File: config.mk
export PLATFORM = sky130hd
export DESIGN_NAME = mem_arbiter_flat
export DESIGN_NICKNAME = d
export VERILOG_FILES = /design/src/rtl/mem_arbiter_pkg.sv /design/src/rtl/mem_arbiter_if.sv /design/src/rtl/mem_arbiter.sv /design/src/flat_wrapper.sv
export SDC_FILE = /design/constraint.sdc
export NUM_CORES = 1
export LEC_CHECK = 0
export CAP_MARGIN = 25
export CORE_UTILIZATION = 44
export DETAILED_ROUTE_END_ITERATION = 7
export PLACE_DENSITY = 0.85
export SYNTH_ARGS = -nofsm -noshare
export SYNTH_HDL_FRONTEND = slang
export SYNTH_SLANG_ARGS = --single-unit
export TNS_END_PERCENT = 10
File: constraint.sdc
create_clock -name clk -period 3.8 [get_ports clk]
set_input_delay 0.76 -clock clk [delete_from_list [all_inputs] [get_ports clk]]
set_output_delay 0.76 -clock clk [all_outputs]
set_load 0.05 [all_outputs]
File: src/rtl/mem_arbiter_pkg.sv
// mem_arbiter_pkg
//   Shared widths, FSM state encoding and a small helper for the memory
//   arbiter that sits between the fetch stage, the data stage and a
//   single-ported unified memory.
//   Contents:
//     WORD / ADDR      data and address widths
//     STARVE_W         width of the fetch starvation counter (holds 0..15)
//     arb_state_e      arbiter FSM states (IDLE / FETCH / DATA)
//     sat_inc()        saturating increment for the starvation counter
package mem_arbiter_pkg;

    localparam int unsigned WORD     = 32;
    localparam int unsigned ADDR     = 32;
    localparam int unsigned STARVE_W = 4;

    typedef enum logic [1:0] {
        ARB_IDLE  = 2'd0,
        ARB_FETCH = 2'd1,
        ARB_DATA  = 2'd2
    } arb_state_e;

    // Holds at all-ones instead of wrapping back to zero.
    function automatic logic [STARVE_W-1:0] sat_inc(input logic [STARVE_W-1:0] v);
        logic [STARVE_W-1:0] one;
        one = {{(STARVE_W-1){1'b0}}, 1'b1};
        return (v == {STARVE_W{1'b1}}) ? v : v + one;
    endfunction

endpackage

File: src/rtl/mem_arbiter_if.sv
// mem_arbiter_if
//   Bus between the arbiter and the single-ported, variable-latency memory.
//   Protocol: the master raises req together with a stable addr/we/wdata and
//   keeps all of them unchanged until the slave answers with a one-cycle ack
//   pulse. The ack cycle is the last cycle of req; for reads, rdata is valid
//   in the ack cycle. A request may be dropped without an ack only by reset.
//   Signals:
//     req    master -> slave  request held until ack
//     we     master -> slave  1 = write, 0 = read
//     addr   master -> slave  ADDR-bit address
//     wdata  master -> slave  WORD-bit write data
//     rdata  slave  -> master WORD-bit read data, valid with ack
//     ack    slave  -> master one-cycle completion pulse
interface mem_arbiter_if;
    import mem_arbiter_pkg::*;

    logic            req;
    logic            we;
    logic [ADDR-1:0] addr;
    logic [WORD-1:0] wdata;
    logic [WORD-1:0] rdata;
    logic            ack;

    modport master (
        output req,
        output we,
        output addr,
        output wdata,
        input  rdata,
        input  ack
    );

    modport slave (
        input  req,
        input  we,
        input  addr,
        input  wdata,
        output rdata,
        output ack
    );

endinterface

File: src/rtl/mem_arbiter.sv
// mem_arbiter
//   Shares one single-ported unified memory between instruction fetch and
//   the load/store stage. Each stage holds its request until it sees its
//   stall low for one cycle; the arbiter turns that into a held memory
//   request completed by an ack pulse. Data wins ties unless fetch has
//   already lost STARVE_MAX consecutive contested grants.
//   Ports:
//     clk, rst        clock, asynchronous active-low reset
//     if_req_i        fetch request, held until if_stall_o seen low
//     if_addr_i       fetch address, stable while if_req_i
//     if_inst_o       registered instruction
//     if_stall_o      stall to fetch stage
//     flush_i         branch taken: discard in-flight fetch result
//     dm_req_i        data request, held until dm_stall_o seen low
//     dm_we_i         data write enable
//     dm_addr_i       data address
//     dm_wdata_i      store data
//     dm_rdata_o      registered load data
//     dm_stall_o      stall to data stage
//     mem             memory bus (master side)
//     state_o         current FSM state, for observation
module mem_arbiter
    import mem_arbiter_pkg::*;
#(
    parameter int unsigned STARVE_MAX = 4
) (
    input  logic             clk,
    input  logic             rst,

    input  logic             if_req_i,
    input  logic [ADDR-1:0]  if_addr_i,
    output logic [WORD-1:0]  if_inst_o,
    output logic             if_stall_o,
    input  logic             flush_i,

    input  logic             dm_req_i,
    input  logic             dm_we_i,
    input  logic [ADDR-1:0]  dm_addr_i,
    input  logic [WORD-1:0]  dm_wdata_i,
    output logic [WORD-1:0]  dm_rdata_o,
    output logic             dm_stall_o,

    mem_arbiter_if.master    mem,

    output arb_state_e       state_o
);

    localparam logic [STARVE_W-1:0] STARVE_LIM = STARVE_W'(STARVE_MAX);

    arb_state_e          state_q;
    logic                mem_req_q;
    logic                mem_we_q;
    logic [ADDR-1:0]     mem_addr_q;
    logic [WORD-1:0]     mem_wdata_q;
    logic [WORD-1:0]     if_inst_q;
    logic [WORD-1:0]     dm_rdata_q;
    logic                if_done_q;
    logic                dm_done_q;
    logic                kill_q;
    logic [STARVE_W-1:0] starve_q;

    logic                if_elig;
    logic                dm_elig;
    logic                data_wins;
    logic [STARVE_W-1:0] starve_d;

    // A requester in its done cycle is still holding req (it only drops it
    // after seeing the stall low), so it must be masked or it would be
    // granted a second time for the same transaction.
    assign if_elig   = if_req_i & ~if_done_q;
    assign dm_elig   = dm_req_i & ~dm_done_q;
    assign data_wins = dm_elig & ((starve_q < STARVE_LIM) | ~if_elig);
    assign starve_d  = sat_inc(starve_q);

    always_ff @(posedge clk or negedge rst) begin
        if (!rst) begin
            state_q     <= ARB_IDLE;
            mem_req_q   <= 1'b0;
            mem_we_q    <= 1'b0;
            mem_addr_q  <= '0;
            mem_wdata_q <= '0;
            if_inst_q   <= '0;
            dm_rdata_q  <= '0;
            if_done_q   <= 1'b0;
            dm_done_q   <= 1'b0;
            kill_q      <= 1'b0;
            starve_q    <= '0;
        end else begin
            // Done flags are single-cycle pulses.
            if_done_q <= 1'b0;
            dm_done_q <= 1'b0;

            unique case (state_q)
                ARB_IDLE: begin
                    // Acks arriving here are stray and are ignored.
                    kill_q <= 1'b0;
                    if (data_wins) begin
                        state_q     <= ARB_DATA;
                        mem_req_q   <= 1'b1;
                        mem_we_q    <= dm_we_i;
                        mem_addr_q  <= dm_addr_i;
                        mem_wdata_q <= dm_wdata_i;
                        // Only a contested grant counts against fetch.
                        if (if_elig) begin
                            starve_q <= starve_d;
                        end
                    end else if (if_elig) begin
                        state_q    <= ARB_FETCH;
                        mem_req_q  <= 1'b1;
                        mem_we_q   <= 1'b0;
                        mem_addr_q <= if_addr_i;
                        starve_q   <= '0;
                    end
                end

                ARB_FETCH: begin
                    if (mem.ack) begin
                        state_q   <= ARB_IDLE;
                        mem_req_q <= 1'b0;
                        kill_q    <= 1'b0;
                        // A flush in the ack cycle itself also discards the
                        // word; fetch stays stalled and re-requests with
                        // its new address from IDLE.
                        if (!(kill_q || flush_i)) begin
                            if_inst_q <= mem.rdata;
                            if_done_q <= 1'b1;
                        end
                    end else if (flush_i) begin
                        kill_q <= 1'b1;
                    end
                end

                ARB_DATA: begin
                    if (mem.ack) begin
                        state_q   <= ARB_IDLE;
                        mem_req_q <= 1'b0;
                        mem_we_q  <= 1'b0;
                        dm_done_q <= 1'b1;
                        if (!mem_we_q) begin
                            dm_rdata_q <= mem.rdata;
                        end
                    end
                end

                default: begin
                    state_q   <= ARB_IDLE;
                    mem_req_q <= 1'b0;
                    mem_we_q  <= 1'b0;
                end
            endcase
        end
    end

    assign mem.req     = mem_req_q;
    assign mem.we      = mem_we_q;
    assign mem.addr    = mem_addr_q;
    assign mem.wdata   = mem_wdata_q;

    assign if_inst_o   = if_inst_q;
    assign dm_rdata_o  = dm_rdata_q;
    assign if_stall_o  = if_req_i & ~if_done_q;
    assign dm_stall_o  = dm_req_i & ~dm_done_q;
    assign state_o     = state_q;

endmodule

File: src/flat_wrapper.sv
// flat-port wrapper written by rule: the top's interface ports become plain ports
module mem_arbiter_flat import mem_arbiter_pkg::*;
#(
    parameter int unsigned STARVE_MAX = 4
)
  (clk, rst, if_req_i, if_addr_i, if_inst_o, if_stall_o, flush_i, dm_req_i, dm_we_i, dm_addr_i, dm_wdata_i, dm_rdata_o, dm_stall_o, state_o, mem_req, mem_we, mem_addr, mem_wdata, mem_rdata, mem_ack);
  mem_arbiter_if mem_i ();
  input  logic clk;
  input  logic rst;
  input  logic if_req_i;
  input  logic [ADDR-1:0] if_addr_i;
  output logic [WORD-1:0] if_inst_o;
  output logic if_stall_o;
  input  logic flush_i;
  input  logic dm_req_i;
  input  logic dm_we_i;
  input  logic [ADDR-1:0] dm_addr_i;
  input  logic [WORD-1:0] dm_wdata_i;
  output logic [WORD-1:0] dm_rdata_o;
  output logic dm_stall_o;
  output arb_state_e state_o;
  output wire logic [$bits(mem_i.req)-1:0] mem_req;
  output wire logic [$bits(mem_i.we)-1:0] mem_we;
  output wire logic [$bits(mem_i.addr)-1:0] mem_addr;
  output wire logic [$bits(mem_i.wdata)-1:0] mem_wdata;
  input wire logic [$bits(mem_i.rdata)-1:0] mem_rdata;
  input wire logic [$bits(mem_i.ack)-1:0] mem_ack;
  assign mem_req = mem_i.req;
  assign mem_we = mem_i.we;
  assign mem_addr = mem_i.addr;
  assign mem_wdata = mem_i.wdata;
  assign mem_i.rdata = mem_rdata;
  assign mem_i.ack = mem_ack;
  mem_arbiter #(.STARVE_MAX(STARVE_MAX)) u_core (.clk(clk), .rst(rst), .if_req_i(if_req_i), .if_addr_i(if_addr_i), .if_inst_o(if_inst_o), .if_stall_o(if_stall_o), .flush_i(flush_i), .dm_req_i(dm_req_i), .dm_we_i(dm_we_i), .dm_addr_i(dm_addr_i), .dm_wdata_i(dm_wdata_i), .dm_rdata_o(dm_rdata_o), .dm_stall_o(dm_stall_o), .mem(mem_i), .state_o(state_o));
endmodule
==> flow_summary.ini <==
[synthesis]
synth_xor_area_share_pct = 0
synthCells = 435
synth_warnings = 0
synthTopCellsByArea = dfrtp_1 61%, mux2_2 13%, mux2_4 7.9%, nand2_1 4.6%, a31oi_1 3.5%
yosys_register_bits = 139
synthArstFlopShare_pct = 100
synthDistinctLibCells = 33
synth_edf_count = 0
synth_area_per_cell_um2 = 13.1
synth_compound_area_share_pct = 5.54
synth-seq-area-share_pct = 61.1
synth_mux_area_share_pct = 21.0
synthesis.area_mm2 = 0.00569
synth_top_family_by_area = multiplexers
mappedNetlistNets = 574
synthSimpleGateAreaFrac_pct = 8.73
yosysMostFrequentCell = dfrtp_1
synthTopCellsByCount = 139 x dfrtp_1, 70 x nand2_1, 65 x mux2_2
synth_top_area_share_pct = 61.1
synth_area_leader_cell = dfrtp_1
synthFlopType = dfrtp_1
synth_adder_area_share_pct = 0.879

[floorplanning]
die-height_um = 116
io_pins = 269
die_x_um = 116
die-area_mm2 = 0.0134
coreArea_mm2 = 0.0126
num_rows = 41
start_util_pct = 45.1

[power_and_ir_drop]
ir_worst_vdd_mv = 0.682
seq_power_share_pct = 26.5
swShare_pct = 46.7
switchingPower_uw = 4630
power_density_mw_per_mm2 = 1090
power_leakage_uw = 0.00396
comb_power_share_pct = 57.1
internal-power_uw = 5280
clkPwrFrac_pct = 16.4

[clocking]
clock_sinks = 139
cts_hold_buf = 0
cts_resized = 0
cts_setup_buffers = 0
cts_buffer_depth = 2
insertion_delay_ns = 0.41
clkTransAtPathRegs_ns = 0.06
cts_inserted_buffers = 17
htree_levels = 4
cts_tree = yes
root_buffer = clkbuf_16

[sta]
min_period_ns = 3.05
tightest_slew_ns = 0.772
post-route-period-util_pct = 80.4
setup_viol = 0
hold_viol = 0
max_clock_freq_mhz = 328
tns_ns = 0
rsz0062_at_grt = no
maxSlewHeadroom_pct = 48.5
fin_skew_ns = 0.00698
final_max_slew_viol_count = 0

[setup_path]
cp_max_fo = 5
r2r_setup_slack_ns = 1.76
start_kind = input port
critPathKind = input port to output pin
crit_path_end = if_stall_o
cp.required_ns = 3.04
reg2reg_from = u_core.state_o[1]$_DFFE_PN0P_
rr_worst_depth = 7
cp-end-kind = output pin
critPathLaunch = if_req_i
timing.rr.end = u_core.mem.addr[13]$_DFFE_PN0P_
arrival_ns = 2.29

[hold_path]
hp-class = input port to async pin

[cells_and_area]
final-seq-area_mm2 = 0.00348
nets = 845
fillers = 872
antenna_cells = 0
final_cells = 891
area_delta_synth_final_pct = 59.8
drive_gt1_share_pct = 19.7
multiInputGateArea_mm2 = 0.00206
finish.utilization_pct = 72.1
post-route-cell-area_mm2 = 0.00910

[status]
status = completed

[route]
routed_wl_mm = 15.7
viasPerCell = 4.98
ant_nets = 0
drc = 0
drt-pass1-iter-count = 4
drt_iter0_drc = 258
wl_per_cell_um = 17.6
num_vias = 4437

[placed_design]
placed_cell_area_mm2 = 0.00851
io_buffer_count = 268
dpl.hpwl_mm = 11.0
dp_cells = 859
gp_congestion = 0.754

[grt]
overflow = 0
grt_max_degree = 87
antenna_found_initial = 0
grt_pass1_wl_mm = 23.8
grt_pass1_vias = 4636
grt.total_usage_pct = 23.9

[run]
drv_cap = 0
metal layers:
| layer | wire, µm | global-route usage [%] | vias to the layer above |
|---|---|---|---|
| li1 | - | - | 2031 |
| met1 | 5800 | 24.5 | 2164 |
| met2 | 7870 | 41.9 | 211 |
| met3 | 1630 | 10.8 | 31 |
| met4 | 370 | 10.5 | 0 |
| met5 | 0 | 0 | - |
through the flow:
step           power [µW]  setup WS [ns]  hold WS (ns)
5_1_grt             10300          0.703         0.461
6_report             9910          0.747         0.399
4_1_cts              9970          0.741         0.428
3_5_place_dp         8300          0.742         0.476
3_3_place_gp         8170          0.754         0.469
2_1_floorplan        6360           1.76         0.454
power groups by stage:
stage	sequential, µW	combinational [µW]	clock (µW)
2_1_floorplan	5100	1270	0
3_3_place_gp	2590	5570	0
3_5_place_dp	2640	5660	0
4_1_cts	2630	5690	1650
5_1_grt	2710	5900	1730
6_report	2630	5660	1620
final cells by class:
class | instances | area share (%)
flip-flops and latches | 139 | 38.2
clock buffers | 19 | 4.87
multi-input cells | 267 | 22.6
inverters | 5 | 0.220
repair buffers | 276 | 30.2
clock inverters | 13 | 1.57
well taps | 172 | 2.37
flip-flops by register name, indices dropped and copies added (netlist names):
| name | flops |
|---|---|
| u_core.dm_rdata_o | 32 |
| u_core.if_inst_o | 32 |
| u_core.mem.addr | 32 |
| u_core.mem.wdata | 32 |
| u_core.starve_q | 4 |
| u_core.state_o | 2 |
| u_core.dm_done_q | 1 |
| u_core.if_done_q | 1 |
| u_core.kill_q | 1 |
| u_core.mem.req | 1 |
| u_core.mem.we | 1 |
how the worst min path moves through the flow:
stage	start	to	slack, ns	cells after the start
2_1_floorplan	u_core.starve_q[1]$_DFFE_PN0P_	u_core.starve_q[1]$_DFFE_PN0P_	0.45	2
3_3_place_gp	u_core.starve_q[1]$_DFFE_PN0P_	u_core.starve_q[1]$_DFFE_PN0P_	0.47	2
3_5_place_dp	u_core.starve_q[3]$_DFFE_PN0P_	u_core.starve_q[3]$_DFFE_PN0P_	0.48	1
4_1_cts	rst	u_core.if_inst_o[24]$_DFFE_PN0P_	0.43	1
5_1_grt	rst	u_core.if_inst_o[27]$_DFFE_PN0P_	0.46	1
6_report	rst	u_core.if_inst_o[24]$_DFFE_PN0P_	0.40	1
layout by cell type (no fill, tap or decap):
master and count:
a21o_1 2, a21oi_1 4, a21oi_4 1, a22o_1 1, a22oi_1 1, a31oi_1 32
a41o_1 1, and2_1 2, and3_1 1, buf_4 8, buf_6 1, bufinv_16 2
clkbuf_1 1, clkbuf_16 17, clkbuf_8 1, clkdlybuf4s50_1 267, clkinv_2 4, clkinv_4 3
clkinvlp_4 2, dfrtp_1 139, ha_1 4, inv_1 3, inv_2 1, inv_6 3
mux2_1 1, mux2_2 65, mux2_4 30, nand2_1 70, nand2_4 1, nand2b_1 2
nand2b_4 2, nor2_1 37, nor2b_1 1, nor3_1 2, nor4b_1 1, o21a_1 1
o21ai_0 3, o21ai_2 1, o22ai_1 1
logic make-up (layout without fill, tap and decap cells):
kind of cell | after synthesis | in the layout
flip-flops | 139 | 139
AND/OR/NAND/NOR | 119 | 119
multiplexers | 96 | 96
AO/OA/AOI/OAI | 48 | 48
buffers and inverters | 29 | 313
adder cells (fa/ha/maj) | 4 | 4
critical path, cell delays in order:
cell and delay [ns]:
clkdlybuf4s50_1 0.51, nand2b_4 0.09, inv_1 0.09, clkdlybuf4s50_1 0.83
No activity file was read; power rests on OpenSTA's default activity.
